==> src/rtl/regfile_pkg.sv <==
// regfile_pkg: shared defaults and derived sizes for the register-file write path
package regfile_pkg;

    localparam int SEL_W_DEF    = 5;
    localparam int ZERO_REG_DEF = 31;

    // Number of registers addressable by a select of the given width
    function automatic int num_out(input int sel_w);
        return 1 << sel_w;
    endfunction

endpackage

==> src/rtl/onehot_dec.sv <==
// onehot_dec: combinational binary-to-one-hot decoder with enable, all-zero when disabled
module onehot_dec #(
    parameter int SEL_W = 5
) (
    input  logic               en,
    input  logic [SEL_W-1:0]   sel,
    output logic [2**SEL_W-1:0] onehot
);

    localparam int N = 2**SEL_W;

    // Shift a single set bit to the selected position; gate the whole vector with en
    always_comb onehot = en ? ({{(N-1){1'b0}}, 1'b1} << sel) : '0;

endmodule

==> src/rtl/regwrite_decoder_sb.sv <==
// regwrite_decoder_sb: registered one-hot write enable plus pending-write scoreboard for hazard queries
module regwrite_decoder_sb
    import regfile_pkg::*;
#(
    parameter  int SEL_W    = SEL_W_DEF,
    parameter  bit ZERO_EN  = 1'b1,
    parameter  int ZERO_REG = ZERO_REG_DEF,
    localparam int NUM_OUT  = num_out(SEL_W)
) (
    input  logic               clk,
    input  logic               reset,
    input  logic               RegWrite,
    input  logic [SEL_W-1:0]   select,
    input  logic               stall,
    output logic [NUM_OUT-1:0] enabler,
    input  logic               issue_en,
    input  logic [SEL_W-1:0]   issue_sel,
    input  logic [SEL_W-1:0]   rs1_sel,
    input  logic [SEL_W-1:0]   rs2_sel,
    output logic [NUM_OUT-1:0] pending,
    output logic               hazard1,
    output logic               hazard2
);

    logic               wb_hit;
    logic               issue_hit;
    logic [NUM_OUT-1:0] wb_onehot;
    logic [NUM_OUT-1:0] set_vec;

    // The hardwired zero register is masked out of both the write and the issue path
    always_comb begin
        wb_hit    = RegWrite && !(ZERO_EN && select == SEL_W'(ZERO_REG));
        issue_hit = issue_en && !(ZERO_EN && issue_sel == SEL_W'(ZERO_REG));
    end

    onehot_dec #(.SEL_W(SEL_W)) u_wb_dec (
        .en     (wb_hit),
        .sel    (select),
        .onehot (wb_onehot)
    );

    onehot_dec #(.SEL_W(SEL_W)) u_issue_dec (
        .en     (issue_hit),
        .sel    (issue_sel),
        .onehot (set_vec)
    );

    // Enabler register: load decoded writeback target unless stalled, then hold
    always_ff @(posedge clk or posedge reset) begin
        if (reset)
            enabler <= '0;
        else if (!stall)
            enabler <= wb_onehot;
    end

    // Scoreboard: issue sets a bit, the presented write enable clears it, set wins on collision
    always_ff @(posedge clk or posedge reset) begin
        if (reset)
            pending <= '0;
        else
            pending <= set_vec | (pending & ~enabler);
    end

    // Hazard reads see only registered state, with no same-cycle bypass
    always_comb begin
        hazard1 = pending[rs1_sel];
        hazard2 = pending[rs2_sel];
    end

endmodule

==> config.mk <==
export PLATFORM = sky130hd
export DESIGN_NAME = regwrite_decoder_sb
export DESIGN_NICKNAME = d
export VERILOG_FILES = /design/src/rtl/regfile_pkg.sv /design/src/rtl/onehot_dec.sv /design/src/rtl/regwrite_decoder_sb.sv
export SDC_FILE = /design/constraint.sdc
export NUM_CORES = 1
export LEC_CHECK = 0
export ABC_AREA = 1
export BUFFER_PORTS_ARGS = -buffer_cell sky130_fd_sc_hd__buf_4
export CAP_MARGIN = 10
export CELL_PAD_IN_SITES_DETAIL_PLACEMENT = 1
export CELL_PAD_IN_SITES_GLOBAL_PLACEMENT = 2
export CORE_MARGIN = 3
export CORE_UTILIZATION = 30
export CTS_CLUSTER_SIZE = 40
export DETAILED_ROUTE_END_ITERATION = 12
export GPL_TIMING_DRIVEN = 0
export MAX_ROUTING_LAYER = met4
export PLACE_DENSITY_LB_ADDON = 0.25
export SYNTH_ARGS = -nofsm -noshare
export SYNTH_HDL_FRONTEND = slang
export SYNTH_SLANG_ARGS = --single-unit
==> constraint.sdc <==
create_clock -name clk -period 2.04 [get_ports clk]
set_input_delay 0.102 -clock clk [delete_from_list [all_inputs] [get_ports clk]]
set_output_delay 0.102 -clock clk [all_outputs]
set_load 0.05 [all_outputs]
Yosys cells after proc, flatten, opt, wreduce, memory -nomap -nowiden
Cells that the tools add are included.

operators by class
  $lt $le $gt $ge = 2
  eq/ne operators = 2
  shift-type cells = 2
  multiplexer cells = 6
  bitwise operators = 3
  reductions and logical operators = 4

operators with widths
  cell                                                                          count
  32-bit two-way mux                                                            2
  1-bit by 5-bit << shifter with 32-bit output, first input constant            2
  32-bit bitwise AND                                                            1
  32-bit NOT                                                                    1
  32-bit bitwise OR                                                             1
  5-bit by 6-bit less-than comparator with 1-bit output, second input constant  2
  1-bit binary-select mux with 5-bit select                                     2
  5-bit == test, second input constant                                          2
  1-bit logical AND                                                             2
  1-bit logical NOT                                                             2
  1-bit two-way mux                                                             2

storage, ports and cells
  register bits = 64
  input port bits = 25
  output and inout bits = 66

Logic depth before layout (Yosys ltp)
  depth after elaboration = 5
  gate-level depth with buffers = 11
  mapped depth without buffers = 9

Hierarchy
Synthesis repeated with hierarchy kept, for this count alone.

unflattened totals
  cells, all modules = 451
  area total of the unflattened synthesis = 3,631.0 um^2

by module, submodules not included
  module               times used  cells each  area an instance (um^2)  seq. area each (um^2)
  regwrite_decoder_sb  1           327         3,095.5                  1,601.5
  onehot_dec           2           62          267.8                    0.0

Least setup slack after synthesis
No wires, ideal clock.

  path type = register to output
  start = reg pending[21]
  end = out hazard2
  data arrival time = 1.411 ns
  path slack = 0.527 ns
  cell stages (with the launch flop) = 9
  buffers on the path = 0
  cells stage by stage = dfrtp_1 nand2_1 nand3_1 nand3_1 nand2_1 nand2_1 nand2_1 nand2_1 nand2_1

between the ends
  cells in the longest elaborated chain, start to end = 2

RTL lines
  item                                       line                       text
  start, declared                            regwrite_decoder_sb.sv:20  output logic [NUM_OUT-1:0] pending,
  start signal, assigned                     regwrite_decoder_sb.sv:61  pending <= set_vec | (pending & ~enabler);
  1-bit binary-select mux with 5-bit select  regwrite_decoder_sb.sv:67  hazard2 = pending[rs2_sel];
  1-bit two-way mux (not written as such)    regwrite_decoder_sb.sv:67
  end, declared                              regwrite_decoder_sb.sv:22  output logic hazard2

No other way between the ends. The select of a mux whose other input is x is not followed.

Final worst setup path
  start = reg pending[13]
  end = out hazard2

The elaborated chain is that of the path after synthesis.

==> results by stage <==
Floorplan:
- The standard-cell row count is 38.
- The width of the chip is around 110 um.
- The number of ports placed on the die boundary is 91.
- The floorplan step defined a die boundary enclosing between 10000 and 15000 um^2.
- The area of the core is roughly 11000 um^2.
- Measured along the y axis, the die boundary spans around 110 um.
- The starting density of the core is between 30 and 40%.

Final layout:
- The post-route netlist has between 20 and 30% of its cells at a drive strength greater than 1.
- The filler cells instantiated in the layout total around 1400.
- Summing all flip-flop and latch instances after layout gives 1600 um^2.
- From synthesis to final layout, the design area changed by 32.4%.
- In the final layout, the multi-input gates occupy ~1400 um^2.
- Once layout is complete, the utilization of the core stands at a little over 40%.
- 0 antenna diodes ended up in the layout.
- The net count of the finished layout is 540.
- The final instance area is between 4000 and 5000 um^2.

Route:
- The number of iterations in the first detailed-routing pass is 4.
- Dividing the detail-routed via count by the number of cells gives roughly 5.0.
- The per-cell routed wire length is ~18 um.
- The number of DRC markers after the initial detailed-route iteration is just under 90.
- After detailed routing, the number of remaining DRC violations is 0.
- The number of routed nets with antenna violations is 0.
- The total via count after detailed routing is 3323.
- After detailed routing, the total wire length is 12100 um.

Placement:
- At the end of routability-driven placement, the weighted congestion stood at ~0.8.
- The post-place instance area is around 4200 um^2.
- The post-DP HPWL is 9880 um.
- Input and output buffers added on the ports amount to 79.

Clock network:
- The clock tree from TritonCTS is done.
- CTS placed an instance of sky130_fd_sc_hd__clkbuf_16 at the clock tree root.
- The maximum buffer depth of the clock tree is 2.
- The total clock buffers created by CTS is 9.
- The count of hold buffers inserted by post-cts repair is 1.
- The clock net in this run drives a total of between 60 and 70 sinks.
- Gates resized during post-CTS repair numbered 0.
- The later pin in the worst-skew pair is clocked with a latency of roughly 0.33 ns.
- The H-tree was split into 3 levels.
- The buffers inserted during post-CTS setup optimization is 0.
- The clock transition time at the flip-flop clock pins of the worst setup and hold paths is about 0.05 ns.

Critical path:
- The endpoint type of the worst setup path is an output port.
- The worst register-to-register path has a depth of 2.
- The startpoint-to-endpoint class of the critical path is flip-flop to output port.
- The reg-to-reg endpoint is pending[13].
- The arrival time of data at the critical path endpoint is between 1.5 and 2 ns.
- The worst register-to-register path has a setup slack of 1.25 ns.
- At the worst endpoint, the required time is slightly below 2 ns.
- The type of element launching the critical path is a flip-flop.
- The startpoint of the worst register-to-register path is enabler[13].
- The largest driver fanout on the critical path is 4.

Job:
- The number of violations of the max-capacitance limit is 0.

Synth:
- For this run, the leading register cell type out of synthesis is sky130_fd_sc_hd__dfrtp_1.
- By area the synthesized netlist is led by sky130_fd_sc_hd__dfrtp_1 47%, sky130_fd_sc_hd__nand2_1 14%, sky130_fd_sc_hd__nand3_1 9.2%, sky130_fd_sc_hd__inv_1 5.9%, sky130_fd_sc_hd__o22ai_1 4.2%.
- The cell with the most instances after synthesis is sky130_fd_sc_hd__nand2_1.
- Counting distinct cell types in the post-synthesis netlist gives 26.
- Of all cell types, the one taking the most synthesized area is sky130_fd_sc_hd__dfrtp_1.
- For this run, asynchronously set or reset flops after synthesis account for 100%.
- For this run, the register share of the synthesized area comes to about 47%.
- Counting every instance in the synthesized netlist gives about 420.
- Sorting the synthesized cells by how often they occur yields 127 x sky130_fd_sc_hd__nand2_1, 64 x sky130_fd_sc_hd__dfrtp_1, 62 x sky130_fd_sc_hd__nand3_1, 53 x sky130_fd_sc_hd__inv_1, 23 x sky130_fd_sc_hd__o22ai_1.
- Synthesis inferred between 60 and 70 register bits.
- Each instance of the synthesized netlist takes up on average between 8 and 9 um^2.
- The count of flip-flops with a built-in enable after synthesis is 0.
- Summing every instance area after synthesis gives around 3400 um^2.
- Yosys printed 0 warnings.
- The net count after synthesis is approximately 450.
- The share of the synthesized area in the top cell type is 47.3%.

GRT:
- The global-route wire length before repair is 19300 um.
- The via count of the first global-routing pass is roughly 3500.
- For this run the aggregate overflow at the end of global routing stands at 0.
- The initial antenna violation count came to 0.
- In the global route stage, overall resource usage came out at around 20%.
- Entering global routing, the biggest net connects 38 pins.

STA:
- Headroom to the max-slew limit came out at between 50% and 60%.
- The clock arrives with approximately 0.011 ns of skew.
- Setup repair after global routing left no endpoint under its margin.
- For the finished layout, the period the worst path requires is around 1.6 ns.
- The total setup violations reported at the end of the flow is 0.
- The slew at the pin with the worst max-slew slack is approximately 0.63 ns.
- The count of final hold-check violations was 0.
- Based on the critical path, the design can be clocked at up to between 0.6 and 0.7 GHz.
- The max-slew violation count was 0.
- The post-route clock period utilization is between 80% and 90%.

Min path:
- The worst hold path belongs to the class primary input to flip-flop.
- The beginning of the worst hold path is issue_sel[4].
- The worst hold path was traced through 2 stages.
- The hold path endpoint is pending[7].

Pwr:
- The power per cell area is approximately 1100 nW/um^2.
- VDD sags by at most 0.429 mV.
- Summed over all cells, the static leakage comes to about 2.2 nW.

Outcome:
- The run finished with clean final reports.
layout make-up:
cell class / instances / area share [%]
flip-flops and latches: 64 / 35.7
multi-input cells: 280 / 31.2
repair buffers: 81 / 13.9
clock buffers: 11 / 5.41
inverters: 58 / 5.08
well taps: 140 / 3.91
plain buffers: 21 / 3.49
clock inverters: 5 / 1.26
per-stage QoR:
stage / instances / TNS, ns / setup slack, ns / hold slack (ns) / power [mW]
after floorplan: 423 / 0 / 0.340 / 0.286 / 2.75
after global placement: 642 / -29.28 / -0.462 / 0.379 / 3.29
after detailed placement: 643 / 0 / 0.731 / 0.229 / 3.33
after CTS: 660 / 0 / 0.391 / 0.0653 / 4.87
after global routing: 660 / 0 / 0.264 / 0.0870 / 5.05
final: 660 / 0 / 0.395 / 0.0667 / 4.83
logic make-up (layout without fill, tap and decap cells):
kind of cell	count (synthesis)	count (layout)	synth area share, %
and+or+nand+nor	218	218	27.9
buffers and inverters	79	176	11.3
AOI/OAI and AO/OA	62	62	13.5
DFF	64	64	47.3
critical path, cell delays in order (launching register included):
cell and delay, ns:
sky130_fd_sc_hd__dfrtp_1 0.45, sky130_fd_sc_hd__nand2_1 0.08, sky130_fd_sc_hd__nand3_1 0.09, sky130_fd_sc_hd__nand3_1 0.08
sky130_fd_sc_hd__nand2_1 0.11, sky130_fd_sc_hd__nand2_1 0.06, sky130_fd_sc_hd__nand2_1 0.07, sky130_fd_sc_hd__nand2_1 0.05
sky130_fd_sc_hd__nand2_1 0.05, sky130_fd_sc_hd__buf_4 0.19
worst max path at each step:
stage | startpoint | end | slack (ns) | depth (start not counted)
after floorplan | reset | enabler[0] | 0.34 | 1
after detailed placement | rs2_sel[0] | hazard2 | 0.73 | 12
after CTS | pending[27] | hazard2 | 0.39 | 9
after global routing | pending[5] | hazard2 | 0.26 | 9
final | pending[13] | hazard2 | 0.39 | 9
after global placement | reset | enabler[14] | -0.46 | 2
per-layer routing:
layer,vias to the layer above,track usage (%),share of wire [%]
met4,0,5.93,2.2
met3,17,3.99,4.1
met5,-,-,0
met1,1635,25.1,44
met2,75,33.5,49
li1,1596,-,-
flip-flops by register name, summed over array words and instances (netlist names):
signal	flops
enabler	32
pending	32
where the power goes:
group	switching (mW)	internal [mW]
clock	0.553	0.976
sequential	0.257	1.45
combinational	1.10	0.492
total	1.91	2.91
cell usage in the layout (no fill, tap or decap), types with 2 or more instances in the layout:
cell | Yosys | routed
sky130_fd_sc_hd__o31ai_1 | 2 | 2
sky130_fd_sc_hd__inv_6 | 2 | 2
sky130_fd_sc_hd__o22ai_2 | 6 | 6
sky130_fd_sc_hd__o32ai_1 | 2 | 2
sky130_fd_sc_hd__nand2_1 | 127 | 127
sky130_fd_sc_hd__buf_6 | 6 | 6
sky130_fd_sc_hd__o22ai_1 | 23 | 23
sky130_fd_sc_hd__o21ai_1 | 3 | 3
sky130_fd_sc_hd__clkbuf_16 | 0 | 9
sky130_fd_sc_hd__inv_2 | 3 | 4
sky130_fd_sc_hd__o21ai_0 | 16 | 16
sky130_fd_sc_hd__buf_4 | 3 | 82
sky130_fd_sc_hd__inv_1 | 53 | 52
sky130_fd_sc_hd__buf_1 | 2 | 2
sky130_fd_sc_hd__clkbuf_1 | 1 | 2
sky130_fd_sc_hd__nand3_1 | 62 | 62
sky130_fd_sc_hd__nor2_1 | 12 | 12
sky130_fd_sc_hd__nor3_1 | 3 | 3
sky130_fd_sc_hd__nand4_1 | 11 | 11
sky130_fd_sc_hd__a32o_1 | 6 | 6
sky130_fd_sc_hd__o31ai_2 | 4 | 4
sky130_fd_sc_hd__clkinv_2 | 0 | 2
sky130_fd_sc_hd__buf_2 | 8 | 8
sky130_fd_sc_hd__dfrtp_1 | 64 | 64
Note: power is estimated with default switching activity, not from simulation.
